$ cat config.mk
export PLATFORM = sky130hd
export DESIGN_NAME = crack_sched
export DESIGN_NICKNAME = d
export VERILOG_FILES = /design/src/rtl/crack_sched.sv
export SDC_FILE = /design/constraint.sdc
export NUM_CORES = 1
export LEC_CHECK = 0
export CAP_MARGIN = 20
export CORE_MARGIN = 5
export CORE_UTILIZATION = 52
export CTS_CLUSTER_DIAMETER = 150
export DETAILED_ROUTE_END_ITERATION = 16
export PLACE_DENSITY = 0.79
export SYNTH_ARGS = -nofsm -noshare
export SYNTH_HDL_FRONTEND = slang
export SYNTH_SLANG_ARGS = --single-unit
$ cat constraint.sdc
create_clock -name clk -period 4.6 [get_ports clk]
set_input_delay 0.92 -clock clk [delete_from_list [all_inputs] [get_ports clk]]
set_output_delay 0.92 -clock clk [all_outputs]
set_load 0.05 [all_outputs]
$ cat src/rtl/crack_sched.sv
// crack_sched: hands keys 0..KEY_MAX to two cracker cores, round-robin, one dispatch per cycle, registered outputs.
// A core takes a key only when it is ready and not busy. CRACK_SCHED_LOWEST_KEY_EN reports the lowest hit key, not the first.
module crack_sched #(
  parameter logic [23:0] KEY_MAX = 24'hFFFFFF
) (
  input  logic        clk,
  input  logic        rst,
  input  logic        en,
  output logic        rdy,
  output logic        done,
  output logic        key_found,
  output logic [23:0] key,
  input  logic        c0_rdy,
  input  logic        c1_rdy,
  output logic        c0_en,
  output logic        c1_en,
  output logic [23:0] c0_key,
  output logic [23:0] c1_key,
  input  logic        c0_done,
  input  logic        c1_done,
  input  logic        c0_hit,
  input  logic        c1_hit
);

  typedef enum logic [1:0] {IDLE, DISPATCH, DRAIN, DONE} state_t;

  state_t      state_q, state_d;
  logic [24:0] next_key_q, next_key_d;
  logic        busy0_q, busy0_d;
  logic        busy1_q, busy1_d;
  logic        prio_q, prio_d;
  logic        rdy_q, rdy_d;
  logic        done_q, done_d;
  logic        found_q, found_d;
  logic [23:0] key_q, key_d;
  logic        c0_en_q, c0_en_d;
  logic        c1_en_q, c1_en_d;
  logic [23:0] c0_key_q, c0_key_d;
  logic [23:0] c1_key_q, c1_key_d;

  logic        hit0, hit1, can_dispatch, elig0, elig1, grant0, grant1;

  always_comb begin
    state_d      = state_q;
    next_key_d   = next_key_q;
    busy0_d      = busy0_q;
    busy1_d      = busy1_q;
    prio_d       = prio_q;
    done_d       = done_q;
    found_d      = found_q;
    key_d        = key_q;
    c0_en_d      = 1'b0;
    c1_en_d      = 1'b0;
    c0_key_d     = c0_key_q;
    c1_key_d     = c1_key_q;
    hit0         = c0_done && c0_hit;
    hit1         = c1_done && c1_hit;
    can_dispatch = 1'b0;
    elig0        = 1'b0;
    elig1        = 1'b0;
    grant0       = 1'b0;
    grant1       = 1'b0;

    case (state_q)
      IDLE, DONE: begin
        if (en) begin
          state_d    = DISPATCH;
          next_key_d = '0;
          busy0_d    = 1'b0;
          busy1_d    = 1'b0;
          prio_d     = 1'b0;
          done_d     = 1'b0;
          found_d    = 1'b0;
          key_d      = '0;
        end
      end
      DISPATCH, DRAIN: begin
        if (c0_done) busy0_d = 1'b0;
        if (c1_done) busy1_d = 1'b0;

`ifdef CRACK_SCHED_LOWEST_KEY_EN
        if (hit0 && (!found_d || c0_key_q < key_d)) begin
          found_d = 1'b1;
          key_d   = c0_key_q;
        end
        if (hit1 && (!found_d || c1_key_q < key_d)) begin
          found_d = 1'b1;
          key_d   = c1_key_q;
        end
`else
        // First hit wins; core 0 takes a same-cycle tie.
        if (!found_q) begin
          if (hit0) begin
            found_d = 1'b1;
            key_d   = c0_key_q;
          end else if (hit1) begin
            found_d = 1'b1;
            key_d   = c1_key_q;
          end
        end
`endif

        if (state_q == DISPATCH) begin
          // A hit seen this cycle already blocks the dispatch decided in it.
          can_dispatch = !found_q && !hit0 && !hit1 && (next_key_q <= {1'b0, KEY_MAX});
          elig0        = c0_rdy && !busy0_q;
          elig1        = c1_rdy && !busy1_q;
          grant0       = can_dispatch && elig0 && (!elig1 || !prio_q);
          grant1       = can_dispatch && elig1 && !grant0;
          if (grant0) begin
            c0_en_d    = 1'b1;
            c0_key_d   = next_key_q[23:0];
            busy0_d    = 1'b1;
            prio_d     = 1'b1;
            next_key_d = next_key_q + 25'd1;
          end
          if (grant1) begin
            c1_en_d    = 1'b1;
            c1_key_d   = next_key_q[23:0];
            busy1_d    = 1'b1;
            prio_d     = 1'b0;
            next_key_d = next_key_q + 25'd1;
          end
          if (found_d || (next_key_d > {1'b0, KEY_MAX})) state_d = DRAIN;
        end else if (!busy0_d && !busy1_d) begin
          state_d = DONE;
          done_d  = 1'b1;
        end
      end
      default: state_d = IDLE;
    endcase

    rdy_d = (state_d == IDLE) || (state_d == DONE);
  end

  always_ff @(posedge clk or posedge rst) begin
    if (rst) begin
      state_q    <= IDLE;
      next_key_q <= '0;
      busy0_q    <= 1'b0;
      busy1_q    <= 1'b0;
      prio_q     <= 1'b0;
      rdy_q      <= 1'b1;
      done_q     <= 1'b0;
      found_q    <= 1'b0;
      key_q      <= '0;
      c0_en_q    <= 1'b0;
      c1_en_q    <= 1'b0;
      c0_key_q   <= '0;
      c1_key_q   <= '0;
    end else begin
      state_q    <= state_d;
      next_key_q <= next_key_d;
      busy0_q    <= busy0_d;
      busy1_q    <= busy1_d;
      prio_q     <= prio_d;
      rdy_q      <= rdy_d;
      done_q     <= done_d;
      found_q    <= found_d;
      key_q      <= key_d;
      c0_en_q    <= c0_en_d;
      c1_en_q    <= c1_en_d;
      c0_key_q   <= c0_key_d;
      c1_key_q   <= c1_key_d;
    end
  end

  assign rdy       = rdy_q;
  assign done      = done_q;
  assign key_found = found_q;
  assign key       = key_q;
  assign c0_en     = c0_en_q;
  assign c1_en     = c1_en_q;
  assign c0_key    = c0_key_q;
  assign c1_key    = c1_key_q;

endmodule

# ---- Word-level counts from Yosys, hierarchy flattened
# Cells that the tools add are included.
dict set report word_totals {
  out_inout_bits 77
  inputBits 9
  reg_bits 107
  romBits 0
  mem_bits_rw 0
  word_cells 108
  latchBits 0
  mem_count 0
}
dict set report op_classes {
  reduce_logical 35
  n_lt_le_gt_ge 2
  bitwise 0
  n_addsub 1
  shifts 0
  eq_ne 11
  div_mod_pow 0
  mux 46
  n_mul 0
}
# operator count
set op_table {}
lappend op_table {{$mux W25} 6}
lappend op_table {{$mux W24} 4}
lappend op_table {{$pmux W25 S2} 1}
lappend op_table {{$pmux W24 S2} 1}
lappend op_table {{$add A25 B1 Y25 const B} 1}
lappend op_table {{$gt A25 B24 Y1 const B} 1}
lappend op_table {{$le A25 B24 Y1 const B} 1}
lappend op_table {{$mux W1} 24}
lappend op_table {{$reduce_and A3 Y1} 5}
lappend op_table {{$logic_and A1 B1 Y1} 12}
lappend op_table {{$logic_not A1 Y1} 10}
lappend op_table {{$ne A2 B2 Y1 const B} 5}
lappend op_table {{$pmux W1 S2} 5}
lappend op_table {{$mux W2} 4}
lappend op_table {{$eq A2 B2 Y1 const B} 3}
lappend op_table {{$ne A3 B3 Y1 const B} 2}
lappend op_table {{$logic_not A2 Y1} 2}
lappend op_table {{$pmux W2 S2} 1}
lappend op_table {{$reduce_or A2 Y1} 2}
lappend op_table {{$logic_or A1 B1 Y1} 3}
lappend op_table {{$eq A2 B1 Y1 const B} 1}
lappend op_table {{$reduce_and A2 Y1} 1}

# ---- Longest topological paths before layout
# Gate-level depths: netlist of the first run.
dict set report depth {
  depth_word 19
  mapped_depth 9
  ltp_nobuf 7
}

# ---- Worst setup path after synthesis of the first run
# No wires, ideal clock.
dict set report synth_timing {
  kind {input -> register}
  from {input port c0_done}
  to {register c1_key_q[0] (netlist: c1_key[0])}
  setup_ps 128
  arrival_time_ps 2252
  slack_ps 2221
  path_stages 6
  cell_sequence {a22oi_1 > and2_1 > o21a_2 > o2111ai_4 > buf_6 > mux2_1}
}
dict set report synth_between {
  elab_chain_len 10
  elab_cells_between_ends 11
}
# item line
set synth_lines {}
lappend synth_lines {{start: declaration} 19} ;# input logic c0_done,
lappend synth_lines {{$logic_and A1 B1 Y1 (*)} 56} ;# hit0 = c0_done && c0_hit;
lappend synth_lines {{$logic_not A1 Y1 (*)} 105} ;# can_dispatch = !found_q && !hit0 && !hit1 && (next_key_q <= {1'b0, KEY_MAX});
lappend synth_lines {{$logic_and A1 B1 Y1 (*) (3 in a row)} 105}
lappend synth_lines {{$logic_and A1 B1 Y1 (2 in a row)} 108} ;# grant0 = can_dispatch && elig0 && (!elig1 || !prio_q);
lappend synth_lines {{$logic_not A1 Y1} 109} ;# grant1 = can_dispatch && elig1 && !grant0;
lappend synth_lines {{$logic_and A1 B1 Y1 (*)} 109}
lappend synth_lines {{$reduce_and A3 Y1 (no line) (*)} -}
lappend synth_lines {{end signal: assignment} 164} ;# c1_key_q <= c1_key_d;
lappend synth_lines {{end: declaration} 39} ;# logic [23:0] c1_key_q, c1_key_d;
# Mark *: on every way between the ends. The rest lies on a longest branch, timed or not.
# A chain may end at the register's enable or synchronous reset.

# ---- Final worst setup path of the first run
dict set report layout_timing {
  from {input port c0_done}
  to {register c0_key_q[20] (netlist: c0_key[20])}
}
dict set report layout_between {
  elab_chain_len 8
}
# item line
set layout_lines {}
lappend layout_lines {{$logic_and A1 B1 Y1} 56}
lappend layout_lines {{$logic_not A1 Y1} 105}
lappend layout_lines {{$logic_and A1 B1 Y1 (3 in a row)} 105}
lappend layout_lines {{$logic_and A1 B1 Y1 (2 in a row)} 108}
lappend layout_lines {{$reduce_and A3 Y1 (no line)} -}
lappend layout_lines {{end signal: assignment} 163} ;# c0_key_q <= c0_key_d;
lappend layout_lines {{end: declaration} 38} ;# logic [23:0] c0_key_q, c0_key_d;
# No other way between the ends.

==> results by group, run 1 <==
Outcome
  – Outcome: completed

Place
  – Area post-placement: 5970 sq um
  – Post-DP HPWL: ~7.8 mm
  – # port buffers: between 80 and 90
  – RePlAce Congestion: ~0.85

Drt
  – Initial DRT Pass Iterations: 4
  – # DRC: 0
  – Vias: between 3,000 and 4,000
  – Drt wl/cell: around 17 um
  – Via density: 5.81
  – Antenna Nets Post-Route: 0
  – DR iter-0 viols: roughly 180
  – Routed WL: roughly 11 mm

Power
  – Combinational Power Share: 0.326
  – Psw: 960 uW
  – Clock share of power: 0.244
  – Int Pwr: between 1000 and 1500 uW
  – Leak: around 0.0028 uW
  – Switching Fraction: 0.392
  – Power, Total: between 2000 and 2500 uW
  – Part of the power in registers: 0.430
  – Pwr/cell area: just under 400 nW/um^2
  – Worst vdd ir: approximately 0.0005 V

Yosys
  – Synth cell types: 50
  – Synth Flop Type: dfrtp_1
  – Syn Inst Count: about 440
  – Mean Syn Cell Area: ~11 sq um
  – Post-synthesis compound-gate area fraction: 0.111
  – Synth Area in Simple Gates: 0.149
  – Sequential share of the synthesized area: 0.533
  – #FFs+latches synth: about 110
  – YS warnings: 0
  – Post-synthesis mux area share: 0.155
  – Number of synthesized flops with an enable pin: 0
  – Synth Net Count: between 400 and 500
  – Synth Area in XOR/XNOR: 0.0122
  – Mapped cell area: approximately 5000 sq um
  – Adder-Cell Fraction of Synth Area: 0.00995
  – Main combinational cell family by area after synthesis: multiplexers
  – Async SR Flop Fraction: 1.00

CTS
  – Clk_lat worst skew: around 0.37 ns
  – Clock root buffer: clkbuf_8
  – CTS Hold Bufs: 0
  – Post-cts gate resize count: 0
  – CTS Buf Count: 9
  – Clock slew at reported path FFs: roughly 0.10 ns
  – Setup bufs post-CTS: 0
  – CTS Buffer Depth: 2
  – H-tree levels: 3
  – Sink Count: between 100 and 150
  – CTS tree: done

Layout
  – Diode count: 0
  – Final Instance Area: around 6200 sq um
  – Fraction of layout cells with a size suffix above 1: 0.148
  – Layout area overhead: 22.7%
  – Most frequent cells in the layout: dfrtp_1 (106), clkdlybuf4s50_1 (85), nand2_1 (51)
  – Nets: approximately 540
  – Commonest non-fill, non-tap cell in the layout: dfrtp_1

Critical path
  – Worst setup endpoint: c0_key[20]$_DFFE_PP0P_
  – Worst R2R Path Depth: 8
  – Top delay family on crit path: simple AND/OR/NAND/NOR gates
  – Worst setup path startpoint: c0_done
  – R2R Setup Slk: around 1.9 ns
  – CP Class: in2reg
  – CP startpoint kind: primary input
  – Largest stage delay on the critical path: ~0.55 ns
  – CP Max Fanout: 24
  – Crit. End Element: flop
  – Worst Path Arrival: 3.57 ns
  – Buf+Inv Stages, Crit Path: 1
  – Worst path cell trace: clkdlybuf4s50_1 > a22oi_1 > and2_1 > o21a_2 > nand3_2 > mux2_2
  – Worst path depth: 6
  – Reg2Reg Launch Point: state_q[0]$_DFF_PP0_
  – Critical R2R Capture: next_key_q[19]$_DFFE_PP0P_
  – Required time of the critical path: between 4 and 5 ns
  – Critical Path Slowest Stage Cell: nand3_2

Worst hold path
  – Hold crit path type: reg2reg
  – Hold path start: key[13]$_DFFE_PP0P_
  – Hold depth: 2

Timing
  – Count of pins over their slew limit: 0
  – Max_slew headroom: 0.345
  – Final Skew: between 0.01 and 0.015 ns
  – Final setup violation count: 0
  – Crit share post-route: 0.723
  – Tmin final: between 3 and 4 ns
  – Final hold vios: 0
  – FMAX: 0.301 GHz
  – Setup_tns: 0 ns
  – RSZ-0062 raised after global routing: no
  – Worst Tran Pin Value: a little under 1 ns

GRT
  – Global-route usage over all layers: 0.201
  – First-pass GRT wire length: 18.8 mm
  – Largest net degree at the start of global routing: ~70
  – Initial antenna violation count: 0
  – Vias in the first global route: around 3,800
  – GR peak layer: met2
  – Remaining Overflow, GRT: 0
  – Met2 GRT Util: 0.333
  – M3 GR Usage: 0.0442
  – Met1 GRT Util: 0.268

Floorplan
  – Die width: between 100 and 150 um
  – Core area: approximately 9300 sq um
  – Initial Util: 0.539
  – Die area: roughly 12,000 sq um
  – Die height: between 100 and 150 um
  – # rows: 35
  – Num ports: 86

Run
  – Max-cap violations: 0
-- cell usage after synthesis, types with 2 or more instances --
library cell	number	area share
dfrtp_1	106	0.53
nand2_1	51	0.038
mux2_2	46	0.10
o31ai_1	29	0.043
mux2i_1	24	0.048
nor2_1	20	0.015
clkbuf_1	16	0.012
nand3_1	14	0.014
nand4_1	14	0.017
o21ai_0	13	0.013
a21oi_1	12	0.012
or4_1	11	0.016
and4_1	7	0.012
inv_1	7	0.0052
o211ai_1	6	0.0090
xor2_1	6	0.010
nor3_1	5	0.0050
or3_1	5	0.0062
and2_1	4	0.0050
buf_6	4	0.0090
ha_1	4	0.010
nand2b_1	4	0.0050
nor2b_1	3	0.0037
a41oi_1	2	0.0035
buf_1	2	0.0015
mux2_1	2	0.0045
nor4_1	2	0.0025
o41ai_1	2	0.0035
or2_2	2	0.0025
-- worst min-delay path, delay by kind of cell, from the launching register on --
family             cells  cell delay, ns
and+or+nand+nor        1            0.05
AOI/OAI and AO/OA      1            0.05
DFF                    1            0.36
-- power by group through the flow --
stage	sequential (uW)	clock, uW	combinational, uW
CTS	1050	609	798
finish	1050	597	796
global route	1060	652	871
global placement	1070	0	773
floorplan	1170	0	473
detailed placement	1070	0	795
-- kinds of logic after synthesis --
group | Yosys count
flip-flops | 107
AND/OR/NAND/NOR | 145
adder cells (fa/ha/maj) | 4
XOR/XNOR | 7
multiplexers | 72
buffers and inverters | 31
AO/OA/AOI/OAI | 78
-- metrics by stage --
stage / cells / setup WS [ns] / hold slack, ns / util
after detailed placement: 640 / 0.900 / 0.466 / 0.640
after global routing: 656 / 1.06 / 0.515 / 0.662
after CTS: 656 / 1.28 / 0.490 / 0.662
after floorplan: 444 / 0.864 / 0.493 / -
final: 656 / 1.27 / 0.483 / 0.662
after global placement: 640 / 1.03 / 0.458 / 0.640
-- state kept, by name, summed over array words and instances, names as in the netlist --
signal	flops
busy0_q	1
busy1_q	1
c0_en	1
c0_key	24
c1_en	1
c1_key	24
done	1
key	24
key_found	1
next_key_q	25
prio_q	1
rdy	1
state_q	2
-- layer usage --
layer / vias to the layer above / routed length (um)
li1: 1795 / -
met1: 1906 / 4930
met2: 104 / 5570
met3: 9 / 571
met4: 0 / 113
met5: - / 0
-- how the worst min path moves through the flow --
stage                                 endpoint  slack, ns
floorplan           next_key_q[24]$_DFFE_PP0P_       0.49
global placement            key[7]$_DFFE_PP0P_       0.46
detailed placement         key[19]$_DFFE_PP0P_       0.47
CTS                        key[19]$_DFFE_PP0P_       0.49
global route               key[20]$_DFFE_PP0P_       0.51
finish                     key[13]$_DFFE_PP0P_       0.48
-- layout make-up --
class	count	area [sq um]
clock buffers	9	124
flip-flops and latches	107	2680
multi-input cells	306	2200
fillers	750	3150
repair buffers	91	896
well taps	129	161
clock inverters	7	83.8
inverters	7	28.8
(Power assumes the default switching activity.)
==> run 2: changes to the inputs <==
--- a/config.mk
+++ b/config.mk
@@ -7,10 +7,10 @@
 export LEC_CHECK = 0
 export CAP_MARGIN = 20
 export CORE_MARGIN = 5
-export CORE_UTILIZATION = 52
+export CORE_UTILIZATION = 48
 export CTS_CLUSTER_DIAMETER = 150
 export DETAILED_ROUTE_END_ITERATION = 16
-export PLACE_DENSITY = 0.79
+export PLACE_DENSITY = 0.76
 export SYNTH_ARGS = -nofsm -noshare
 export SYNTH_HDL_FRONTEND = slang
 export SYNTH_SLANG_ARGS = --single-unit
==> constraint.sdc (replaced) <==
create_clock -name clk -period 2.79 [get_ports clk]
set_input_delay 0.558 -clock clk [delete_from_list [all_inputs] [get_ports clk]]
set_output_delay 0.558 -clock clk [all_outputs]
set_load 0.05 [all_outputs]
==> run 2 against run 1 <==
Utilization fell by 5.8 points; critical endpoint is now key[0]$_DFFE_PP0P_; largest cell class unchanged; critical path type is now reg2reg; worst hold slack about the same; first-iteration DRC count is 30% higher; sequential power increased by 66%.
==> results by group, run 2 (synthesized netlist as in run 1, its figures left out) <==
CTS
  – CTS tree: done
  – Clock root buffer: clkbuf_8
  – Setup bufs post-CTS: 0
  – Post-cts gate resize count: 0
  – H-tree levels: 3
  – Clk_lat worst skew: between 0.3 and 0.4 ns
  – CTS Buffer Depth: 2
  – Clock slew at reported path FFs: 0.10 ns
  – Sink Count: 107
  – CTS Buf Count: 9
  – CTS Hold Bufs: 0

Power
  – Pwr/cell area: 631 nW/um^2
  – Part of the power in registers: 0.443
  – Clock share of power: 0.211
  – Int Pwr: between 2000 and 2500 uW
  – Leak: about 0.0028 uW
  – Psw: between 1500 and 2000 uW
  – Switching Fraction: 0.395
  – Combinational Power Share: 0.346
  – Worst vdd ir: ~0.00066 V
  – Power, Total: approximately 3900 uW

Critical path
  – Critical Path Slowest Stage Cell: o31a_2
  – CP most frequent cell: nand2_1
  – Required time of the critical path: about 3.1 ns
  – CP startpoint kind: flop
  – CP Class: reg2reg
  – Worst path cell trace: inv_1 > ha_1 > buf_4 > nand2_1 > o31a_2 > nand2_1 > o31ai_1
  – Crit. End Element: flop
  – Top delay family on crit path: compound AO/OA/AOI/OAI gates
  – Buf+Inv Stages, Crit Path: 2
  – CP Max Fanout: 48
  – Worst Path Arrival: 2.75 ns
  – Largest stage delay on the critical path: 0.80 ns

Run
  – Max-cap violations: 0

GRT
  – Met1 GRT Util: 0.257
  – Initial antenna violation count: 0
  – Largest net degree at the start of global routing: ~110
  – Global-route usage over all layers: 0.191
  – Remaining Overflow, GRT: 0
  – Met2 GRT Util: 0.310
  – Vias in the first global route: between 3,000 and 4,000
  – First-pass GRT wire length: ~20 mm
  – M3 GR Usage: 0.0350
  – GR peak layer: met2

Floorplan
  – Die area: 12,600 sq um
  – Die width: between 100 and 150 um
  – Core area: just over 10,000 sq um
  – # rows: 37
  – Num ports: 86
  – Die height: approximately 110 um
  – Initial Util: 0.489

Layout
  – Diode count: 0
  – Fillers: between 800 and 900
  – Largest register by flop count: next_key_q
  – Final Instance Area: 6210 sq um
  – Most frequent cells in the layout: dfrtp_1 (106), clkdlybuf4s50_1 (85), nand2_1 (51)
  – Multi-input gate area: between 2000 and 2500 sq um
  – Sequential Area: ~2700 sq um
  – Commonest non-fill, non-tap cell in the layout: dfrtp_1
  – Layout area overhead: 23.5%
  – Largest register FFs: 25
  – Fraction of layout cells with a size suffix above 1: 0.159
  – Nets: about 540

Timing
  – Tmin final: 2.47 ns
  – Final Skew: 0.00938 ns
  – Max_slew headroom: 0.361
  – FMAX: between 0.4 and 0.5 GHz
  – Count of pins over their slew limit: 0
  – Worst Tran Pin Value: ~0.96 ns
  – Final hold vios: 0
  – Final setup violation count: 0
  – Crit share post-route: 0.886
  – RSZ-0062 raised after global routing: no
  – Setup_tns: 0 ns

Place
  – Post-DP HPWL: 7.98 mm
  – Area post-placement: 6060 sq um
  – RePlAce Congestion: about 0.88
  – # port buffers: between 80 and 90

Drt
  – Vias: about 3,900
  – Drt wl/cell: 16.9 um
  – DR iter-0 viols: 232
  – Via density: 5.76
  – Routed WL: roughly 11 mm
  – Antenna Nets Post-Route: 0
  – # DRC: 0
  – Initial DRT Pass Iterations: 4

Worst hold path
  – Hold crit path type: reg2reg

Outcome
  – Outcome: completed
-- run 2: changes by cell type in the layout (fill, tap and decap cells not counted) --
cell	before	now
buf_12	0	1
buf_4	6	14
bufinv_16	1	0
clkinv_2	0	3
clkinv_4	2	0
clkinvlp_4	1	2
inv_4	1	0
inv_6	2	1
inv_8	1	0
-- run 2: power groups by stage --
| stage | registers, uW | logic, uW | clock network (uW) |
|---|---|---|---|
| 6_report | 1740 | 1360 | 827 |
| 5_1_grt | 1750 | 1480 | 916 |
| 4_1_cts | 1730 | 1360 | 860 |
| 3_5_place_dp | 1760 | 1360 | 0 |
| 3_3_place_gp | 1760 | 1340 | 0 |
| 2_1_floorplan | 1940 | 781 | 0 |
-- run 2: per-layer routing --
metal | routed length [um] | part of all wire | vias to the layer above
met5 | 0 | 0 | -
met4 | 211 | 0.019 | 0
met3 | 593 | 0.052 | 21
met2 | 5420 | 0.48 | 127
met1 | 5090 | 0.45 | 1896
li1 | - | - | 1816
-- run 2: cell type report --
cell class / instances / share of cell area
sequential: 107 / 0.431
tap: 136 / 0.0274
timing repair buffer: 100 / 0.157
clock buffer: 9 / 0.0199
multi-input combinational: 306 / 0.354
inverter: 7 / 0.00483
clock inverter: 5 / 0.00504
-- run 2: worst register-to-register path, cell delays in order, from the launching register on --
cell and delay (ns):
dfrtp_1 0.45, inv_1 0.09, ha_1 0.33, buf_4 0.21
nand2_1 0.19, o31a_2 0.80, nand2_1 0.19, o31ai_1 0.11
-- run 2: worst paths after layout --
kind,start,to,slack (ns),cells after the start
min reg2reg,key[5]$_DFFE_PP0P_,key[5]$_DFFE_PP0P_,0.48,2
min,key[5]$_DFFE_PP0P_,key[5]$_DFFE_PP0P_,0.48,2
min in group asynchronous,rst,key[10]$_DFFE_PP0P_,0.68,3
max reg2reg,state_q[0]$_DFF_PP0_,key[0]$_DFFE_PP0P_,0.32,7
max in group asynchronous,rst,prio_q$_DFFE_PP0P_,1.67,3
max,state_q[0]$_DFF_PP0_,key[0]$_DFFE_PP0P_,0.32,7
-- run 2: stage by stage --
step	setup slack [ns]	hold slack, ns	instances	util
2_1_floorplan	0.489	0.493	444	-
3_3_place_gp	0.238	0.459	656	0.589
3_5_place_dp	0.155	0.465	656	0.589
4_1_cts	0.320	0.487	670	0.604
5_1_grt	0.0822	0.505	670	0.604
6_report	0.317	0.483	670	0.604
